<file path="src/rtl/ring_buffer_ctl.sv">
// rtl/ring_buffer_ctl.sv - single-clock ring buffer with count-based flags, overwrite mode, flush and registered read
module ring_buffer_ctl #(
    parameter int WIDTH     = 8,
    parameter int DEPTH     = 16,
    parameter int AF_LEVEL  = 14,
    parameter int AE_LEVEL  = 2,
    parameter int OVERWRITE = 0,
    localparam int CW = $clog2(DEPTH + 1),
    localparam int PW = $clog2(DEPTH)
) (
    input  logic             clk,
    input  logic             rst,
    input  logic             flush,
    input  logic             wr_en,
    input  logic [WIDTH-1:0] wr_data,
    input  logic             rd_en,
    output logic [WIDTH-1:0] rd_data,
    output logic             rd_valid,
    output logic             full,
    output logic             empty,
    output logic             almost_full,
    output logic             almost_empty,
    output logic [CW-1:0]    count,
    output logic             overflow,
    output logic             underflow
);

    logic [WIDTH-1:0] mem [DEPTH];
    logic [PW-1:0]    wr_ptr;
    logic [PW-1:0]    rd_ptr;
    logic             at_full;
    logic             at_empty;
    logic             rd_ok;
    logic             wr_ok;
    logic             evict;

    // Explicit wrap so DEPTH need not be a power of two.
    function automatic logic [PW-1:0] ptr_inc(input logic [PW-1:0] p);
        return (p == PW'(DEPTH - 1)) ? '0 : p + PW'(1);
    endfunction

    assign at_full  = (count == CW'(DEPTH));
    assign at_empty = (count == '0);
    assign rd_ok    = rd_en && !at_empty;
    assign wr_ok    = wr_en && (!at_full || rd_ok || (OVERWRITE != 0));
    // Write into a full buffer with no read: only reachable in overwrite mode, drops the oldest word.
    assign evict    = wr_ok && at_full && !rd_ok;

    assign full         = at_full;
    assign empty        = at_empty;
    assign almost_full  = (count >= CW'(AF_LEVEL));
    assign almost_empty = (count <= CW'(AE_LEVEL));

    always_ff @(posedge clk) begin
        if (!rst && !flush && wr_ok) begin
            mem[wr_ptr] <= wr_data;
        end
    end

    always_ff @(posedge clk) begin
        if (rst) begin
            wr_ptr    <= '0;
            rd_ptr    <= '0;
            count     <= '0;
            rd_data   <= '0;
            rd_valid  <= 1'b0;
            overflow  <= 1'b0;
            underflow <= 1'b0;
        end else if (flush) begin
            wr_ptr    <= '0;
            rd_ptr    <= '0;
            count     <= '0;
            rd_valid  <= 1'b0;
            overflow  <= 1'b0;
            underflow <= 1'b0;
        end else begin
            rd_valid  <= rd_ok;
            overflow  <= wr_en && at_full && !rd_ok;
            underflow <= rd_en && at_empty;
            if (rd_ok) begin
                rd_data <= mem[rd_ptr];
            end
            if (wr_ok) begin
                wr_ptr <= ptr_inc(wr_ptr);
            end
            if (rd_ok || evict) begin
                rd_ptr <= ptr_inc(rd_ptr);
            end
            if (wr_ok && !rd_ok && !evict) begin
                count <= count + CW'(1);
            end else if (rd_ok && !wr_ok) begin
                count <= count - CW'(1);
            end
        end
    end

endmodule

</file>
<file path="config.mk">
export PLATFORM = sky130hd
export DESIGN_NAME = ring_buffer_ctl
export DESIGN_NICKNAME = d
export VERILOG_FILES = /design/src/rtl/ring_buffer_ctl.sv
export SDC_FILE = /design/constraint.sdc
export NUM_CORES = 1
export LEC_CHECK = 0
export BUFFER_PORTS_ARGS = -buffer_cell sky130_fd_sc_hd__buf_4
export CORE_ASPECT_RATIO = 0.5
export CORE_MARGIN = 10
export CORE_UTILIZATION = 35
export DETAILED_ROUTE_END_ITERATION = 12
export HOLD_SLACK_MARGIN = 0.12
export PLACE_DENSITY = 0.62
export SLEW_MARGIN = 20
export SYNTH_ARGS = -nofsm -noshare
export SYNTH_HDL_FRONTEND = slang
export SYNTH_SLANG_ARGS = --single-unit
</file>
<file path="constraint.sdc">
create_clock -name clk -period 3.78 [get_ports clk]
set_clock_uncertainty 0.1 [all_clocks]
set_input_delay 0.756 -clock clk [delete_from_list [all_inputs] [get_ports clk]]
set_output_delay 0.756 -clock clk [all_outputs]
set_load 0.05 [all_outputs]
</file>
==> summary.json, run 1 <==
{
  "worstSetupPathDepth": 8,
  "global_route_wire_length_before_repair_um": 20300,
  "cts-hold-fix-buffers": 0,
  "count_of_synthesis_stage_warnings_from_yosys": 0,
  "drcViolationCount": 0,
  "p_leak_uw": 0.00249,
  "powerDensity_nw_per_um2": 509,
  "maximum_number_of_pins_on_one_net_before_global_route_repair": 38,
  "worstMarginPinSlew_ns": 0.764,
  "floorplan.initialDensity": 0.357,
  "numClockSinks": 152,
  "netlist-cell-type-count": 52,
  "time_the_worst_path_needs_with_i_o_delays_and_setup_ns": 3.20,
  "syn_area_per_cell_um2": 17.7,
  "cts_tree": "yes",
  "grt_setup_unrepaired": "false",
  "worst_setup_hold_path_clk_slew_ns": 0.06,
  "dr.first_iter.drc_count": 358,
  "post_cts_buffers": 0,
  "critical_path.startpoint_type": "register",
  "holdPathStages": 1,
  "min-delay-path-class": "reg2reg",
  "clock_insertion_delay_worst_skew_ns": 0.41,
  "number_of_ports_placed_on_the_die_boundary": 33,
  "setup.worst_path.class": "reg2reg",
  "switching_power_uw": 856,
  "status": "finished clean",
  "max-slew-margin-rel": 0.487,
  "drt-total-wl_um": 12700,
  "tritoncts.num_buffers": 17,
  "fin_tns_setup_ns": 0,
  "timing.critical_path.buf_inv": 0,
  "num_vias": 3263,
  "worst_ep_arrival_time_ns": 3.45,
  "final_layout_size_suffix_gt1_frac": 0.291,
  "p_int_uw": 2900,
  "drt-vias-per-instance": 5.00,
  "synthArstFlopShare": 0,
  "clk_path_buf_depth": 2,
  "initial_antenna_violation_count": 0,
  "finalSetupViolations": 0,
  "net_count_of_the_mapped_netlist": 374,
  "drv_slew": 0,
  "hold_violations": 0,
  "cts_repair_resize_count": 0,
  "max_freq_mhz": 312,
  "dpl.hpwl_um": 8300,
  "largest_stage_delay_on_the_critical_path_ns": 0.72,
  "num_rows": 34,
  "final_net_count": 428,
  "fin_util": 0.423,
  "power_frac_seq": 0.493,
  "yosysSeqAreaShare": 0.696,
  "switching_share": 0.228,
  "cts.htree.levels": 4,
  "die_width_um": 208,
  "wl_per_cell_um": 19.5,
  "mostFrequentLayoutCells": "sky130_fd_sc_hd__edfxtp_1, sky130_fd_sc_hd__buf_4, sky130_fd_sc_hd__nand2_1, sky130_fd_sc_hd__nor2_1, sky130_fd_sc_hd__dfxtp_1",
  "synth_enable_flop_cells": 128,
  "finalWeightedCongestion": 0.734,
  "fp.dieArea_um2": 23800,
  "drt-pass1-iter-count": 5,
  "final_common_cell": "sky130_fd_sc_hd__edfxtp_1",
  "relative_area_change_from_synthesis_to_final_layout_pct": 18.5,
  "type_of_destination_of_the_critical_path": "register",
  "rr_worst_depth": 8,
  "fin_crit_sh": 0.848,
  "clk_root_buffer_cell": "sky130_fd_sc_hd__clkbuf_16",
  "count_of_inserted_antenna_diode_cells": 0,
  "numPortBuffers": 32,
  "grt_use_total": 0.111,
  "max-vdd-ir-drop_mv": 0.325,
  "die_h_um": 114,
  "vias_in_the_first_global_route": 3352,
  "power.clock.fraction": 0.438,
  "core_um2": 17400,
  "ys_ff_latch": 152,
  "grt.overflow.total": 0,
  "cell_breakdown_of_the_critical_path": "or4_1, o21ai_4, nand2_1, fa_1, a211oi_1, o21bai_1, mux2_2, a31oi_1",
  "cp_top_family": "compound AO/OA/AOI/OAI gates",
  "synth_flop_cell": "sky130_fd_sc_hd__edfxtp_1",
  "critPathMaxFanout": 12,
  "route.antenna.remaining_nets": 0,
  "cp_slowest_cell": "sky130_fd_sc_hd__or4_1",
  "combinationalPowerShare": 0.070,
  "timing.critical_path.required_ns": 4.02,
  "synthesis.area_um2": 6220,
  "synthCells": 352,
  "max-cap-violations": 0
}
per-layer routing:
layer / vias up / wire length [um] / GRT usage
met5: - / 0 / 0
met4: 0 / 121 / 0.0441
met3: 6 / 794 / 0.0223
met2: 75 / 6320 / 0.178
met1: 1665 / 5490 / 0.147
li1: 1517 / - / -
final timing paths:
path | from | endpoint | slack [ns]
worst min register to register | rd_data[1] | rd_data[1] | 0.39
worst min-delay path | rd_data[1] | rd_data[1] | 0.39
worst max register to register | count[0] | count[4] | 0.58
worst max-delay path | count[0] | count[4] | 0.58
through the flow:
step / instances / setup slack, ns / area [um^2] / total power, uW / hold slack, ns
after floorplan: 352 / 0.440 / 6220 / 2060 / 0.393
after global placement: 621 / 0.654 / 6790 / 2140 / 0.374
after detailed placement: 621 / 0.588 / 6790 / 2150 / 0.381
after CTS: 653 / 0.553 / 7370 / 3790 / 0.395
after global routing: 653 / 0.350 / 7370 / 3880 / 0.420
final: 653 / 0.575 / 7370 / 3750 / 0.388
Yosys cell counts, drive strengths merged (2+ instances only):
| master | instances | area share |
|---|---|---|
| a21oi | 8 | 0.0064 |
| a221o | 8 | 0.013 |
| buf | 11 | 0.014 |
| clkbuf | 5 | 0.0030 |
| dfxtp | 24 | 0.077 |
| edfxtp | 128 | 0.62 |
| ha | 8 | 0.016 |
| inv | 3 | 0.0018 |
| mux2 | 9 | 0.016 |
| mux2i | 13 | 0.021 |
| mux4 | 32 | 0.12 |
| nand2 | 26 | 0.016 |
| nand2b | 3 | 0.0030 |
| nand3 | 4 | 0.0032 |
| nor2 | 27 | 0.018 |
| nor3 | 10 | 0.0081 |
| o211ai | 2 | 0.0032 |
| o21ai | 3 | 0.0042 |
| o21ba | 2 | 0.0032 |
| or3 | 2 | 0.0020 |
| xor2 | 2 | 0.0028 |
power by group through the flow:
stage / registers (uW) / clock network, uW / logic, uW
3_3_place_gp: 1880 / 0 / 260
4_1_cts: 1850 / 1680 / 264
6_report: 1850 / 1640 / 261
2_1_floorplan: 1920 / 0 / 142
5_1_grt: 1850 / 1750 / 283
3_5_place_dp: 1880 / 0 / 263
state kept, by name (all words and copies together) (netlist names):
name	count
mem	128
rd_data	8
count	5
rd_ptr	4
wr_ptr	4
overflow	1
rd_valid	1
underflow	1
cell type report:
class / instances / area, um^2
clock buffers: 18 / 429
clock inverters: 14 / 149
fillers: 1522 / 10000
inverters: 4 / 15.0
multi-input cells: 180 / 1770
flip-flops and latches: 152 / 4330
well taps: 234 / 293
repair buffers: 51 / 383
cells by family (layout without fill, tap and decap cells):
kind of cell             count (synthesis)  count (layout)  share of synthesized area
adder cells (fa/ha/maj)                  9               9                     0.0193
buffers and inverters                   20              87                     0.0195
AND/OR/NAND/NOR                         82              82                     0.0606
flip-flops                             152             152                      0.696
XOR/XNOR                                 2               2                    0.00282
AO/OA/AOI/OAI                           33              33                     0.0431
multiplexers                            54              54                      0.159
No activity file was read; power rests on OpenSTA's default activity.
==> run 2: changes to the inputs <==
Settings changed: ABC_AREA from default to 1, PLACE_DENSITY 0.62 to 0.63.
Clock period 3.78 ns to 2.6 ns, I/O delays scaled along.
==> run 2 against run 1 <==
  * Wire length rose by 19%
  * Clock power rose by 47%
  * Global-route usage rose by 0.89 points
  * Critical path type unchanged
  * Largest cell class unchanged
  * Largest power group unchanged
==> summary.json, run 2 <==
{
  "status": "finished clean",
  "grt_setup_unrepaired": "false",
  "fin_tns_setup_ns": 0,
  "grt_use_total": 0.120,
  "fin_crit_sh": 0.890,
  "min-delay-path-class": "in2reg",
  "worst_ep_arrival_time_ns": 2.54,
  "net_count_of_the_mapped_netlist": 652,
  "max-slew-margin-rel": 0.563,
  "critical_path.startpoint_type": "register",
  "timing.critical_path.required_ns": 2.82,
  "worst_path_most_repeated_cell": "sky130_fd_sc_hd__nor2_1",
  "ys_ff_latch": 152,
  "wl_per_cell_um": 16.0,
  "post-place-ws_ns": 0.269,
  "cts.htree.levels": 4,
  "final_common_cell": "sky130_fd_sc_hd__nand2_1",
  "grt.overflow.total": 0,
  "finalWeightedCongestion": 0.793,
  "clock_insertion_delay_worst_skew_ns": 0.42,
  "tritoncts.num_buffers": 17,
  "drt-total-wl_um": 15200,
  "route.antenna.remaining_nets": 0,
  "relative_area_change_from_synthesis_to_final_layout_pct": 17.3,
  "p_leak_uw": 0.00297,
  "worstMarginPinSlew_ns": 0.655,
  "synth_enable_flop_cells": 128,
  "registers.top_by_ff_count": "mem",
  "time_the_worst_path_needs_with_i_o_delays_and_setup_ns": 2.31,
  "rr_worst_depth": 13,
  "switching_power_uw": 1570,
  "type_of_destination_of_the_critical_path": "register",
  "cts-hold-fix-buffers": 0,
  "numClockSinks": 152,
  "power_frac_seq": 0.469,
  "finalSetupViolations": 0,
  "top_regs": "mem x128, rd_data x8, count x5",
  "max-cap-violations": 0,
  "dpl.hpwl_um": 9490,
  "power.clock.fraction": 0.418,
  "fin_util": 0.420,
  "count_of_inserted_antenna_diode_cells": 0,
  "dr.first_iter.drc_count": 446,
  "synthTopCellsByCount": "sky130_fd_sc_hd__nand2_1, sky130_fd_sc_hd__edfxtp_1, sky130_fd_sc_hd__nor2_1",
  "holdPathStages": 1,
  "powerDensity_nw_per_um2": 740,
  "p_int_uw": 4190,
  "initial_antenna_violation_count": 0,
  "core_um2": 18500,
  "fin_hold_ws_ns": 0.315,
  "numPortBuffers": 32,
  "clk_path_buf_depth": 2,
  "drt-vias-per-instance": 4.78,
  "post_cts_buffers": 0,
  "maximum_number_of_pins_on_one_net_before_global_route_repair": 78,
  "final_layout_size_suffix_gt1_frac": 0.170,
  "synthCells": 630,
  "syn_area_per_cell_um2": 10.5,
  "combinationalPowerShare": 0.113,
  "floorplan.initialDensity": 0.358,
  "max_freq_mhz": 432,
  "global_route_wire_length_before_repair_um": 24200,
  "num_rows": 35,
  "largest_stage_delay_on_the_critical_path_ns": 0.44,
  "drcViolationCount": 0,
  "die_h_um": 117,
  "synth_flop_cell": "sky130_fd_sc_hd__edfxtp_1",
  "final.setup.worst_slack_ns": 0.287,
  "post-synth-top-area-cell": "sky130_fd_sc_hd__edfxtp_1",
  "number_of_ports_placed_on_the_die_boundary": 33,
  "mostFrequentLayoutCells": "sky130_fd_sc_hd__nand2_1, sky130_fd_sc_hd__edfxtp_1, sky130_fd_sc_hd__nor2_1",
  "critPathMaxFanout": 9,
  "yosysSeqAreaShare": 0.652,
  "synth_top_area_share": 0.579,
  "max-vdd-ir-drop_mv": 0.463,
  "cell_breakdown_of_the_critical_path": "nor2_2, nand3_4, nand2_8, nand3_4, fa_1, a21oi_1, nor2_1, nor2_1, inv_1, nand2_2, nand3_1, nand2_1, nor2_1",
  "cp_slowest_cell": "sky130_fd_sc_hd__fa_1",
  "fp.dieArea_um2": 25200,
  "synthArstFlopShare": 0,
  "worst_setup_hold_path_clk_slew_ns": 0.07,
  "clk_root_buffer_cell": "sky130_fd_sc_hd__clkbuf_16",
  "count_of_synthesis_stage_warnings_from_yosys": 0,
  "synthesis.area_um2": 6640,
  "timing.critical_path.buf_inv": 1,
  "num_vias": 4530,
  "worstSetupPathDepth": 13,
  "cts_tree": "yes",
  "switching_share": 0.272,
  "hold_violations": 0,
  "max_reg_flops": 128,
  "synth_area_leaders": "sky130_fd_sc_hd__edfxtp_1, sky130_fd_sc_hd__nand2_1, sky130_fd_sc_hd__dfxtp_1",
  "netlist-cell-type-count": 33,
  "vias_in_the_first_global_route": 4413,
  "drt-pass1-iter-count": 5,
  "most_repeated_cell_in_the_gate_level_netlist_after_synthesis": "sky130_fd_sc_hd__nand2_1",
  "die_width_um": 215,
  "layoutNonFillerInstCount": 947,
  "cts_repair_resize_count": 0,
  "cp_top_family": "simple AND/OR/NAND/NOR gates",
  "setup.worst_path.class": "reg2reg",
  "dpl.cell_count": 915,
  "drv_slew": 0,
  "final_net_count": 697
}
run 2: logic make-up after synthesis:
group           count (synthesis)  share of synthesized area
compound gates                 58                     0.0479
xor+xnor                        5                    0.00660
fa+ha+maj                       9                     0.0181
buf+inv                        72                     0.0526
flops                         152                      0.652
simple gates                  334                      0.223
run 2: final timing paths:
check / slack, ns / end / from
worst max-delay path: 0.29 / count[4] / count[0]
worst min-delay path: 0.32 / mem[11][0] / wr_data[0]
worst max register to register: 0.29 / count[4] / count[0]
worst min register to register: 0.43 / rd_data[7] / rd_data[7]
run 2: layout make-up:
class	count	area, um^2
clock buffers	19	454
clock inverters	13	128
fillers	1719	10700
inverters	47	179
multi-input cells	406	1970
flip-flops and latches	152	4330
well taps	259	324
repair buffers	51	408
run 2: metrics by stage:
step / power (uW) / area, um^2
3_3_place_gp: 3400 / 7210
4_1_cts: 5800 / 7790
3_5_place_dp: 3410 / 7210
2_1_floorplan: 3220 / 6640
5_1_grt: 5970 / 7790
6_report: 5760 / 7790
run 2: power by group through the flow:
stage                     Combinational, uW  Clock [uW]  Sequential, uW
final                                   651        2410            2700
after CTS                               657        2440            2700
after global routing                    712        2550            2700
after floorplan                         393           0            2830
after global placement                  646           0            2750
after detailed placement                655           0            2750
run 2: routing by layer:
metal  up-vias  wire length (um)  track usage
met4         0               192       0.0410
met5         -                 0            0
li1       2204                 -            -
met2       113              7400        0.194
met1      2199              6850        0.158
met3        14               725       0.0241
